**config.mk**
```make
export PLATFORM = sky130hd
export DESIGN_NAME = moore_seq_detector
export DESIGN_NICKNAME = d
export VERILOG_FILES = /design/src/rtl/moore_seq_detector.sv
export SDC_FILE = /design/constraint.sdc
export NUM_CORES = 1
export LEC_CHECK = 0
export BUFFER_PORTS_ARGS = -buffer_cell sky130_fd_sc_hd__buf_2
export CORE_MARGIN = 2
export CORE_UTILIZATION = 50
export CTS_BUF_LIST = sky130_fd_sc_hd__clkbuf_2
export DETAILED_ROUTE_END_ITERATION = 7
export PLACE_DENSITY = 0.78
export SKIP_CTS_REPAIR_TIMING = 1
export SYNTH_ARGS = -nofsm -noshare
export SYNTH_HDL_FRONTEND = slang
export SYNTH_SLANG_ARGS = --single-unit
```
**constraint.sdc**
```tcl
create_clock -name clk -period 1.9 [get_ports clk]
set_input_delay 0.38 -clock clk [delete_from_list [all_inputs] [get_ports clk]]
set_output_delay 0.38 -clock clk [all_outputs]
set_load 0.005 [all_outputs]
```
**src/rtl/moore_seq_detector.sv**
```systemverilog
// Serial Moore pattern detector: tracks the longest matched prefix of PATTERN
// in the incoming bit stream, flags full matches and counts them (saturating).
module moore_seq_detector #(
  parameter int               WIDTH   = 4,
  parameter logic [WIDTH-1:0] PATTERN = 4'b1011,
  parameter bit               OVERLAP = 1'b1,
  parameter int               CNT_W   = 8
) (
  input  logic                       clk,
  input  logic                       reset,
  input  logic                       en,
  input  logic                       din,
  input  logic                       clear_cnt,
  output logic                       F,
  output logic [$clog2(WIDTH+1)-1:0] match_len,
  output logic [CNT_W-1:0]           count
);

  localparam int LW = $clog2(WIDTH + 1);
  localparam logic [LW-1:0] FULL = LW'(WIDTH);

  // State k = length of the longest pattern prefix ending at the newest bit.
  typedef logic [LW-1:0] state_t;

  state_t             state_q, state_d;
  logic               f_q;
  logic [CNT_W-1:0]   cnt_q, cnt_d;

  logic [WIDTH-1:0]   pat_sh;
  logic [WIDTH:0]     hist;
  logic [WIDTH:0]     pref;
  logic [WIDTH:0]     mask;
  logic               hit;

  // hist holds the eligible history implied by the current state plus din,
  // newest bit at index 0; the next state is the longest prefix it ends with.
  always_comb begin
    pat_sh  = PATTERN >> (WIDTH - 32'(state_q));
    hist    = {pat_sh, din};
    pref    = '0;
    mask    = '0;
    state_d = '0;
    for (int j = 1; j <= WIDTH; j++) begin
      pref              = '0;
      pref[WIDTH-1:0]   = PATTERN >> (WIDTH - j);
      mask              = ~({(WIDTH + 1){1'b1}} << j);
      if ((j <= 32'(state_q) + 1) && (((hist ^ pref) & mask) == '0))
        state_d = LW'(j);
    end
    if (!OVERLAP && (state_q == FULL))
      state_d = (din == PATTERN[WIDTH-1]) ? LW'(1) : '0;
  end

  always_comb begin
    hit   = (state_d == FULL);
    cnt_d = clear_cnt ? '0 : cnt_q;
    if (hit && (cnt_d != '1))
      cnt_d = cnt_d + 1'b1;
  end

  always_ff @(posedge clk) begin
    if (reset) begin
      state_q <= '0;
      f_q     <= 1'b0;
      cnt_q   <= '0;
    end else if (en) begin
      state_q <= state_d;
      f_q     <= (state_d == FULL);
      cnt_q   <= cnt_d;
    end
  end

  assign F         = f_q;
  assign match_len = state_q;
  assign count     = cnt_q;

endmodule

```
### Yosys cells after proc, flatten, opt, wreduce, memory -nomap -nowiden

Cells that the tools add are included.

* $add $sub $neg: 3
* order comparisons: 4
* equal/unequal tests: 2
* shift operators: 1
* muxes and demuxes: 6
* bitwise logic cells: 4
* reduce and logical (&&, ||, !) cells: 9

Operator list (number)
* less-or-equal comparator 2 x 32 -> 1 bit (first input constant): 2
* less-or-equal comparator 1 x 32 -> 1 bit (first input constant): 1
* right shift 4 x 32 -> 3 bit (first input constant): 1
* logical NOT 5 bit: 4
* two-way mux 8 bit: 2
* adder 8 x 1 -> 8 bit (second input constant): 1
* != test 8 bit (second input constant): 1
* logical AND 1 bit: 5
* adder 3 x 1 -> 4 bit (second input constant): 1
* less-or-equal comparator 3 x 4 -> 1 bit (first input constant): 1
* two-way mux 2 bit: 2
* subtractor 3 x 3 -> 4 bit (first input constant): 1
* equality test 3 bit (second input constant): 1
* two-way mux 3 bit: 1
* inverter 3 bit: 1
* inverter 1 bit: 2
* inverter 2 bit: 1
* two-way mux 1 bit: 1

* flip-flop bits (word level): 12
* input port bits: 5

### Depth between registers and ports, before layout

* depth in word-level cells: 11
* gate-level depth with buffers: 7

### Least setup slack after synthesis

No wires, ideal clock.

* path kind: register to register
* from: register state_q[0] (netlist: match_len[0])
* to: register cnt_q[1] (netlist: count[1])
* data arrival time: 1726 ps
* data required time: 1778 ps
* setup slack: 52 ps
* cell stages (with the launch flop): 8
* period minus slack after synthesis: 1848 ps
* path through: dfxtp_1 inv_1 ha_1 nor4b_2 and3_1 buf_6 nand2_2 a311o_1

* word-level cells in the longest chain between the ends: 11
* elaborated cells between the ends (all ways): 24
* classes of those cells: add/sub: 2; order compare: 4; eq/ne: 1; shift: 1; mux: 5; bitwise: 3; reduce/logical: 8

RTL lines
* from (decl): RTL line 25 `state_t state_q, state_d;`
* from (signal assigned): RTL line 67 `state_q <= state_d;`
* branches (longest 7 deep; another with less-or-equal comparator 1 x 32 -> 1 bit)
* two-way mux 3 bit *: RTL line 47 `if ((j <= 32'(state_q) + 1) && (((hist ^ pref) & mask) == '0))`
* equality test 3 bit *: RTL line 55 `hit = (state_d == FULL);`
* logical AND 1 bit *: RTL line 57 `if (hit && (cnt_d != '1))`
* two-way mux 8 bit *: RTL line 57
* to (signal assigned): RTL line 69 `cnt_q <= cnt_d;`
* to (decl): RTL line 27 `logic [CNT_W-1:0] cnt_q, cnt_d;`

Every way passes the cells marked *.
A chain may end at the register's enable or synchronous reset.

### Worst setup path in the final report

* from: register state_q[0] (netlist: match_len[0])
* to: register state_q[1] (netlist: match_len[1])

* word-level cells in the longest chain between the ends: 8
* elaborated cells between the ends (all ways): 18
* classes of those cells: add/sub: 2; order compare: 3; shift: 1; mux: 3; bitwise: 3; reduce/logical: 6

RTL lines (RTL line)
* branches (longest 7 deep; another with less-or-equal comparator 2 x 32 -> 1 bit)
* two-way mux 3 bit *: 47

Marked as above.

==> metrics.yaml <==
layout:
  syn2layout_area_growth_pct: 20.4
  final_nets: 128
  antennaDiodeCount: 0
  postLayoutCellArea_um2: 973
  drive_gt1_share_pct: 29.9
  fillers: 132
global_route:
  antenna_found_initial: 0
  grt_pass1_vias: 698
  grt_max_degree: 17
  grt-ovfl-total: 0
  grt_pass1_wl_mm: 3.08
  grt_usage_pct: 21.1
synthesis:
  synth_area_leader_cell: "dfxtp_1"
  synth_area_um2: 808
  synthTopCellsByArea: "dfxtp_1, ha_1, a21oi_1, and4_1, and3_1"
  syn_inst: 93
  syn_nets: 102
  ys_async_sr_fraction_pct: 0
  ys_warn_count: 0
  ys_seq_elements: 12
  synth_edf_count: 0
  synth_seq_area_share_pct: 29.7
  avgSynthCellArea_um2: 8.69
  ys_types: 34
  synthFlopType: "dfxtp_1"
  synth_top_area_share_pct: 29.7
sta:
  rsz0062_at_grt: "false"
  finalWorstSetupSlack_ps: 128
  holdWs_ps: 457
  hold_viol: 0
  period_needed_ps: 1770
  slew-limit-headroom_pct: 78.1
  final_max_slew_viol_count: 0
  tns_ps: 0
  max_clock_freq_ghz: 0.564
  layout_worst_path_cycle_share_pct: 93.3
  skew_ps: 12.4
  tightest_slew_ps: 324
  setup_viol: 0
pwr:
  p_sw_mw: 0.108
  clockPowerShare_pct: 29.9
  leakagePower_nw: 0.455
  p_seq_share_pct: 60.7
  total_power_mw: 0.418
  pwr-share-comb_pct: 9.4
  peakVddDrop_mv: 0.338
  powerDensity_nw_per_um2: 429
  power.internal_mw: 0.310
  swShare_pct: 25.8
routing:
  vias: 799
  drtAntennaViolNets: 0
  highest_layer: "met3"
  route.met2.wl_um: 796
  route.met3.wl_um: 120
  dr.pass1.iters: 4
  finalWirelength_mm: 1.82
  via_per_inst: 6.01
  wire_per_inst_um: 13.6
  initialDrtViolationCount: 8
  drc: 0
  wl_met1_um: 898
min_path:
  hp-class: "input pin to register"
  min_from: "reset"
worst_setup_path:
  critical-path-top-delay-family: "compound AO/OA/AOI/OAI gates"
  slowest_delay_ps: 480
  crit_cells: 6
  startpoint_type: "register"
  critPathMaxFanout: 7
  r2r-end: "match_len[1]"
  worstSetupPathType: "register to register"
  path_cells: "buf_4 > ha_1 > or4b_1 > o32ai_1 > o21ai_1 > a21oi_1"
  startpoint: "match_len[0]"
  r2r_slack_ps: 130
  crit_buf_inv: 1
  critical_path_required_ps: 2100
  critPathCaptureType: "register"
  rr_startpoint: "match_len[0]"
  worstSetupEndpoint: "match_len[1]"
  r2r_cells: 6
  worstPathArrival_ps: 1970
  slowest_stage: "or4b_1"
placement:
  dp_hpwl_mm: 1.35
  place_area_um2: 955
  place_congestion: 0.914
  port_buffers: 16
  place_ws_ps: 17.0
die:
  std_cell_rows: 14
  die_area_um2: 1950
  dieWidth_um: 44.2
  design.core.area_um2: 1510
  start_util_pct: 53.7
  die_y_um: 44.2
  ios: 17
clock_network:
  cts-buffers-inserted: 3
  clkSinkCount: 12
  htreeDepth: 1
  clock_latency_ps: 270
  path_clk_slew_ps: 120
  clockBufferDepth: 2
  cts_tree: "done"
  root_buffer: "clkbuf_2"
flow_run:
  maxCapViolations: 0
run_status:
  status: "finished clean"
[kinds of logic after synthesis]
logic type               Yosys count  share of synthesized area (%)
AO/OA/AOI/OAI                     27                           23.7
adder cells (fa/ha/maj)            4                           6.19
buffers and inverters              9                           5.42
XOR/XNOR                           1                           1.08
AND/OR/NAND/NOR                   40                           33.9
flip-flops                        12                           29.7
[worst reg2reg max path: cells and delay by family (launching register included)]
| kind | cells | cell delay, ps |
|---|---|---|
| AND/OR/NAND/NOR | 1 | 480 |
| AO/OA/AOI/OAI | 3 | 510 |
| adder cells (fa/ha/maj) | 1 | 240 |
| buffers and inverters | 1 | 150 |
| flip-flops | 1 | 320 |
[routing by layer]
metal / vias to the layer above / track usage, %
met4: 0 / 3.64
li1: 411 / -
met5: - / 0
met1: 361 / 30.0
met3: 0 / 7.35
met2: 27 / 31.2
[power by group through the flow]
stage	clock network, mW	registers, mW	logic, mW
floorplan	0	0.261	0.0208
global placement	0	0.259	0.0377
detailed placement	0	0.259	0.0385
CTS	0.130	0.253	0.0386
global route	0.139	0.254	0.0442
finish	0.125	0.253	0.0393
[worst min-delay path by stage]
| stage | cells after the start | to |
|---|---|---|
| after floorplan | 2 | F |
| after global placement | 2 | F |
| after detailed placement | 2 | F |
| after CTS | 2 | F |
| after global routing | 2 | match_len[2] |
| final | 2 | F |
[sequential cells by signal, summed over array words and instances, names as in the netlist]
signal	count
F	1
count	8
match_len	3
[layout by cell type (no fill, tap or decap), types with 2 or more instances in the layout]
master and instances:
nand2b_1 4, buf_4 10, a41o_1 3, inv_1 4, a21oi_1 9, nand2_1 7
a311o_1 3, nand3_1 3, nand4_1 2, and4_1 5, clkbuf_2 3, buf_2 16
a31oi_1 4, dfxtp_1 12, ha_1 4, nor2b_1 3, and3_1 4, a311oi_1 2
and2_1 2
[area by class of cell]
cell class | instances | area [um^2] | area share [%]
Clock buffer | 3 | 15.0 | 1.54
Inverter | 4 | 15.0 | 1.54
Multi-Input combinational cell | 72 | 528 | 54.2
Sequential cell | 12 | 240 | 24.7
Tap cell | 16 | 20.0 | 2.06
Timing Repair Buffer | 26 | 155 | 15.9
[synth_stat cells, types with 2 or more instances]
cell      instances
and2_1            2
a31oi_1           4
dfxtp_1          12
inv_1             4
a311o_1           3
a311oi_1          2
ha_1              4
a21oi_1           9
nand2_1           7
nand4_1           2
and3_1            5
nand2b_1          4
buf_2             2
and4_1            5
a41o_1            3
nor2b_1           4
clkbuf_1          2
nand3_1           3
[stage by stage]
step / utilization, % / instances
finish: 64.6 / 133
global route: 64.6 / 133
CTS: 64.4 / 133
detailed placement: 63.4 / 130
global placement: 63.4 / 130
floorplan: - / 93
No activity file was read; power rests on OpenSTA's default activity.
